**config.mk**
```make
export PLATFORM = sky130hd
export DESIGN_NAME = mem_arbiter
export DESIGN_NICKNAME = d
export VERILOG_FILES = /design/src/rtl/mem_arb_pkg.sv /design/src/rtl/mem_arbiter_rr_arb2.sv /design/src/rtl/mem_arbiter.sv
export SDC_FILE = /design/constraint.sdc
export NUM_CORES = 1
export LEC_CHECK = 0
export BUFFER_PORTS_ARGS = -buffer_cell sky130_fd_sc_hd__buf_2
export CAP_MARGIN = 25
export CORE_AREA = 8 8 529 531
export DETAILED_ROUTE_END_ITERATION = 8
export DIE_AREA = 0 0 537 539
export SLEW_MARGIN = 5
export SYNTH_ARGS = -nofsm -noshare
export SYNTH_HDL_FRONTEND = slang
export SYNTH_SLANG_ARGS = --single-unit
```
**constraint.sdc**
```tcl
create_clock -name clk_i -period 2.05 [get_ports clk_i]
set_input_delay 0.41 -clock clk_i [delete_from_list [all_inputs] [get_ports clk_i]]
set_output_delay 0.41 -clock clk_i [all_outputs]
set_load 0.005 [all_outputs]
```
**src/rtl/mem_arb_pkg.sv**
```systemverilog
// Shared types and constants for the two-port cache-line memory arbiter.
// Port indices, line width and the memory's fixed ack latency.
package mem_arb_pkg;

  typedef enum logic [1:0] {
    IDLE  = 2'd0,
    ISSUE = 2'd1,
    WAIT  = 2'd2,
    RESP  = 2'd3
  } state_t;

  localparam logic PORT_I  = 1'b0;
  localparam logic PORT_D  = 1'b1;
  localparam int   LINE_W  = 256;
  localparam int   MEM_LAT = 8;

endpackage

```
**src/rtl/mem_arbiter_rr_arb2.sv**
```systemverilog
// Two-way grant picker: combinational winner select plus a round-robin preference pointer.
// Zero-latency grant; the pointer moves only on upd and then prefers the port not just served.
module rr_arb2
  import mem_arb_pkg::*;
(
  input  logic       clk_i,
  input  logic       rst_i,
  input  logic [1:0] req,
  input  logic       prio_mode,
  input  logic       upd,
  input  logic       upd_idx,
  output logic       gnt_idx
);

  logic ptr;

  always_ff @(posedge clk_i or negedge rst_i) begin
    if (!rst_i) begin
      ptr <= PORT_I;
    end else if (upd) begin
      ptr <= ~upd_idx;
    end
  end

  // A lone requester always wins; the pointer only breaks ties.
  always_comb begin
    gnt_idx = PORT_I;
    if (req == 2'b10) begin
      gnt_idx = PORT_D;
    end else if (req == 2'b11 && !prio_mode) begin
      gnt_idx = ptr;
    end
  end

endmodule

```
**src/rtl/mem_arbiter.sv**
```systemverilog
// Shares one line-wide memory (single outstanding access) between the I-cache and D-cache ports.
// req to pN_ack is 10 cycles at 8-cycle memory latency; a losing requester simply holds req until served.
module mem_arbiter
  import mem_arb_pkg::*;
#(
  parameter int ADDR_W    = 32,
  parameter int DATA_W    = LINE_W,
  parameter int PRIO_MODE = 0
) (
  input  logic              clk_i,
  input  logic              rst_i,
  input  logic              p0_req_i,
  input  logic              p0_write_i,
  input  logic [ADDR_W-1:0] p0_addr_i,
  input  logic [DATA_W-1:0] p0_wdata_i,
  output logic              p0_ack_o,
  input  logic              p1_req_i,
  input  logic              p1_write_i,
  input  logic [ADDR_W-1:0] p1_addr_i,
  input  logic [DATA_W-1:0] p1_wdata_i,
  output logic              p1_ack_o,
  output logic [DATA_W-1:0] rdata_o,
  output logic              mem_enable_o,
  output logic              mem_write_o,
  output logic [ADDR_W-1:0] mem_addr_o,
  output logic [DATA_W-1:0] mem_data_o,
  input  logic              mem_ack_i,
  input  logic [DATA_W-1:0] mem_data_i
);

  state_t            state;
  logic              gnt_q;
  logic              write_q;
  logic [ADDR_W-1:0] addr_q;
  logic [DATA_W-1:0] data_q;
  logic              gnt_idx;

  rr_arb2 u_arb (
    .clk_i     (clk_i),
    .rst_i     (rst_i),
    .req       ({p1_req_i, p0_req_i}),
    .prio_mode (PRIO_MODE != 0),
    .upd       (state == RESP),
    .upd_idx   (gnt_q),
    .gnt_idx   (gnt_idx)
  );

  // Request inputs are sampled only in IDLE; everything afterwards runs off the latched copy.
  always_ff @(posedge clk_i or negedge rst_i) begin
    if (!rst_i) begin
      state   <= IDLE;
      gnt_q   <= PORT_I;
      write_q <= 1'b0;
      addr_q  <= '0;
      data_q  <= '0;
    end else begin
      case (state)
        IDLE: begin
          if (p0_req_i || p1_req_i) begin
            gnt_q <= gnt_idx;
            if (gnt_idx == PORT_D) begin
              write_q <= p1_write_i;
              addr_q  <= p1_addr_i;
              data_q  <= p1_wdata_i;
            end else begin
              write_q <= p0_write_i;
              addr_q  <= p0_addr_i;
              data_q  <= p0_wdata_i;
            end
            state <= ISSUE;
          end
        end
        ISSUE:   state <= WAIT;
        WAIT:    if (mem_ack_i) state <= RESP;
        RESP:    state <= IDLE;
        default: state <= IDLE;
      endcase
    end
  end

  assign mem_enable_o = (state == ISSUE);
  assign mem_write_o  = write_q;
  assign mem_addr_o   = addr_q;
  assign mem_data_o   = data_q;

  assign p0_ack_o = (state == RESP) && (gnt_q == PORT_I);
  assign p1_ack_o = (state == RESP) && (gnt_q == PORT_D);
  // Memory read data lands the cycle after its ack, which is exactly RESP.
  assign rdata_o  = (state == RESP) ? mem_data_i : '0;

endmodule

```
# After elaboration in Yosys (flattened, before gate mapping)
# Cells that the tools add are included.
# word_totals
word_cells	29
inputBits	839
out_inout_bits	548
regBits	293
# classes
n_reduce_logical	6
muxes	9
n_bitwise	1
n_eq_ne	7
# op_table
op	count
$mux 256	2
$mux 32	1
$eq 2x2->1 const B	4
$pmux 2 s4	1
$mux 2	2
$ne 2x2->1 const B	2
$reduce_and 2->1	2
$mux 1	3
$eq 2x1->1 const B	1
$logic_and 1x1->1	2
$logic_not 2->1	1
$logic_or 1x1->1	1
$not 1->1	1

# Logic depth before layout (Yosys ltp)
# logic_depth
depth_word	4
depth_mapped	8
depth_no_buf	5

# Modules after synthesis
# Synthesis repeated with hierarchy kept, for this count alone.
# unflattened
hier_cells	1561
hier_area_um2	15228.4
# modules_own_cells
module	n_inst	area_per_inst_um2	cells_per_inst
mem_arbiter	1	15175.8	1556
rr_arb2	1	52.6	5

# Worst setup path before layout
# OpenSTA, ideal clock, no wires.
# synth_timing
path_kind	flip-flop to output port
from	reg state[0]
to	out rdata_o[100]
setup_slack_ps	418
n_path_buf	2
stages_incl_launch_ff	5
required_ps	1640
arrival_time_ps	1222
cell_sequence	dfrtp_1 ha_1 clkbuf_1 clkbuf_1 and2_1
# synth_between
elab_chain_len	2
# synth_lines
element	line	source
start: declaration	mem_arbiter.sv:31	state_t state;
start signal: assignment	mem_arbiter.sv:51	state <= IDLE;
start signal: assignment	mem_arbiter.sv:70	state <= ISSUE;
start signal: assignment	mem_arbiter.sv:73	ISSUE: state <= WAIT;
$eq 2x2->1	mem_arbiter.sv:89	assign rdata_o = (state == RESP) ? mem_data_i : '0;
$mux 256	mem_arbiter.sv:89	
end: declaration	mem_arbiter.sv:22	output logic [DATA_W-1:0] rdata_o,
# No other way between the ends.

# Worst setup path after layout
# layout_timing
from	reg state[1]
to	out rdata_o[181]
# Same word-level chain as after synthesis.

==> results.ini <==
[worst_setup_path]
cp.required_ps = 1640
r2r-start = state[0]$_DFFE_PN0P_
startpoint = state[1]$_DFFE_PN0P_
cp.arrival_ps = 2060
crit_type = flop to output port
cp-start-kind = flop
endpoint_kind = output port
critPathMaxFanout = 8

[global_routing]
grt.met3_usage = 0.0879
antenna_found_initial = 285
grt_first_pass_wirelength_mm = 289
grt_pass1_vias = 23900
grt_max_degree = 62
grt.total_usage = 0.156
busiest_layer = met2
grt_overflow = 0
globalRouteMet2Util = 0.264
grt_use_met1 = 0.167

[floorplan]
die_h_um = 539
die_x_um = 537
std_cell_rows = 192
pin_count = 1387
core_um2 = 272000
initial_core_util = 0.0583
die-area_um2 = 289000

[synth]
synth_top_area_share = 0.462
synthCells = 1946
synth-xor-area-share = 0
synth_area_leader_cell = dfrtp_1
ys_seq_elements = 293
synth_ff_type = dfrtp_1
synthSimpleGateAreaFrac = 0.172
netlist_area_um2 = 15900
ys_top_cells_by_area = dfrtp_1 (46%), a31oi_1 (11%), and2_1 (10%)
synth-adder-area-share = 0.00316
synth_compound_gate_area_share = 0.299
synth_top_family_by_area = compound AO/OA/AOI/OAI gates
yosysWarnings = 0
post_synth.cell_area_avg_um2 = 8.15
async_reset_ff_frac = 1.00
synth_mux_area_frac = 0.000710
yosysUniqueCellTypes = 25
synth_edf_count = 0
postSynthNetCount = 2789
ys_seq_area_frac = 0.462

[power_and_ir_drop]
irDropWorstVdd_uv = 762
powerDensity_nw_per_um2 = 1370
clock_power_share = 0.162
p_leak_nw = 15.1
p_sw_mw = 22.6
seqPwrFrac = 0.226
internal_power_mw = 24.8
switching_share = 0.477
finalPower_mw = 47.5
p_comb_frac = 0.612

[layout]
fin_nets = 4463
drive_gt1_frac = 0.505
fin_area_um2 = 34700
syn_to_final_growth_pct = 119

[placed_design]
placed_cell_area_um2 = 28300
dp_hpwl_mm = 211
port_buffers = 1386
gp_congestion = 1.03

[status]
violations = setup timing
status = finished, violations left

[sta]
fin_tns_setup_ps = -83570
final_max_slew_viol_count = 0
holdWs_ps = 64.9
setup_viol = 258
slew_headroom = 0.502
period_share = 1.20
worst_pin_slew_ps = 747
finClkSkew_ps = 16.1
fin_crit_ps = 2470
grt_setup_unrepaired = true
fin_ws_ps = -418
fmax_mhz = 405
hold_viol_final = 0

[cts]
cts_made_buffers = 39
root_buffer = clkbuf_16
clk_latency_ps = 650
clock_path_buffers = 3
cts_tree = built
ctsHtreeMaxLevel = 2
clkSlewWorstSetupHoldPaths_ps = 50
cts.sinks = 293

[route]
routed_wl_mm = 240
vias = 24200
via_per_inst = 3.30
drcViolationCount = 0
drtPass1Iterations = 6
wl_per_cell_um = 32.7
antenna_left = 0
drt_iter0_markers = 1589

[worst_hold_path]
hold_start = p0_wdata_i[116]
hold_class = primary input to flop

[job]
max_cap_violations = 0

==> power groups by stage <==
stage                     combinational (mW)  clock [mW]  sequential, mW
after global routing                    31.0        8.09            11.1
after floorplan                         8.34           0            10.6
after global placement                  25.1           0            10.7
final                                   29.0        7.68            10.7
after CTS                               27.6        7.92            10.8
after detailed placement                25.0           0            10.8
==> per-layer routing <==
metal,routed length [um],part of all wire
met1,85700,0.36
met2,111000,0.46
met3,33300,0.14
met4,8430,0.035
met5,1590,0.0066
==> cell families (layout without fill, tap and decap cells) <==
logic type,after synthesis,after routing
buffers and inverters,224,1929
adders and majority gates,4,4
and+or+nand+nor,551,551
AOI/OAI and AO/OA,873,873
DFF,293,293
muxes,1,1
other,0,104
==> sequential cells by signal (all words and copies together) (netlist names) <==
register     count
mem_data_o     256
mem_addr_o      32
u_arb.ptr        1
gnt_q            1
state            2
mem_write_o      1
==> worst max-delay path, cell delays in order, from the launching register on <==
cell and delay, ps:
dfrtp_1 410, ha_4 170, buf_12 150, buf_16 170, buf_16 180, and2_4 150
buf_6 110
==> cells in the final DEF, fill, tap and decap left out, drive strengths merged, types with 6 or more instances in the layout <==
cell / netlist / final
inv: 4 / 8
dfrtp: 293 / 293
bufinv: 0 / 6
o21ai: 290 / 290
dlygate4sd3: 0 / 248
diode: 0 / 104
clkinv: 0 / 6
buf: 118 / 1591
clkbuf: 102 / 67
a21oi: 290 / 290
nor2: 291 / 291
a31oi: 289 / 289
and2: 257 / 257
==> path summary, 6_finish.rpt <==
| check | cells past startpoint | endpoint | slack, ps |
|---|---|---|---|
| max | 6 | rdata_o[181] | -420 |
| min | 3 | mem_data_o[116]$_DFFE_PN0P_ | 60 |
| max reg2reg | 7 | mem_data_o[217]$_DFFE_PN0P_ | 50 |
| min reg2reg | 1 | u_arb.ptr$_DFFE_PN0N_ | 500 |
| max in group asynchronous | 3 | mem_addr_o[21]$_DFFE_PN0P_ | 960 |
| min in group asynchronous | 2 | mem_data_o[190]$_DFFE_PN0P_ | 350 |
==> cell usage after synthesis, types with 3 or more instances <==
master	n
buf_2	90
buf_4	8
o21ai_0	235
clkbuf_1	96
a21oi_1	290
and2_1	257
ha_1	4
o21ai_1	54
a31oi_1	289
clkbuf_2	6
nor2_1	291
buf_1	19
dfrtp_1	293
inv_1	3
==> area by class of cell <==
type	instances	area, um^2
sequential	293	7330
clock buffer	53	1090
inverter	4	22.5
clock inverter	19	279
timing repair buffer	1853	13200
antenna	104	260
tap	3589	4490
multi-input combinational	1429	8050
fill	31400	237000
==> through the flow <==
stage,utilization,instances,setup WS [ps]
6_report,0.128,7344,-418
5_1_grt,0.127,7290,-489
4_1_cts,0.122,7220,-488
3_5_place_dp,0.104,6884,-424
3_3_place_gp,0.104,6884,-406
2_1_floorplan,-,1946,418
==> timing repair <==
action / 4_1_cts / 5_1_grt
resized for setup: 170 / 240
endpoints found under the setup margin: 264 / 309
pin swaps: 1 / 3
buffers inserted: 8 / 4
endpoints found under the hold margin: 256 / 0
gates cloned: 8 / 17
hold buffers: 248 / 0
Power figures use the tool's default switching activity.
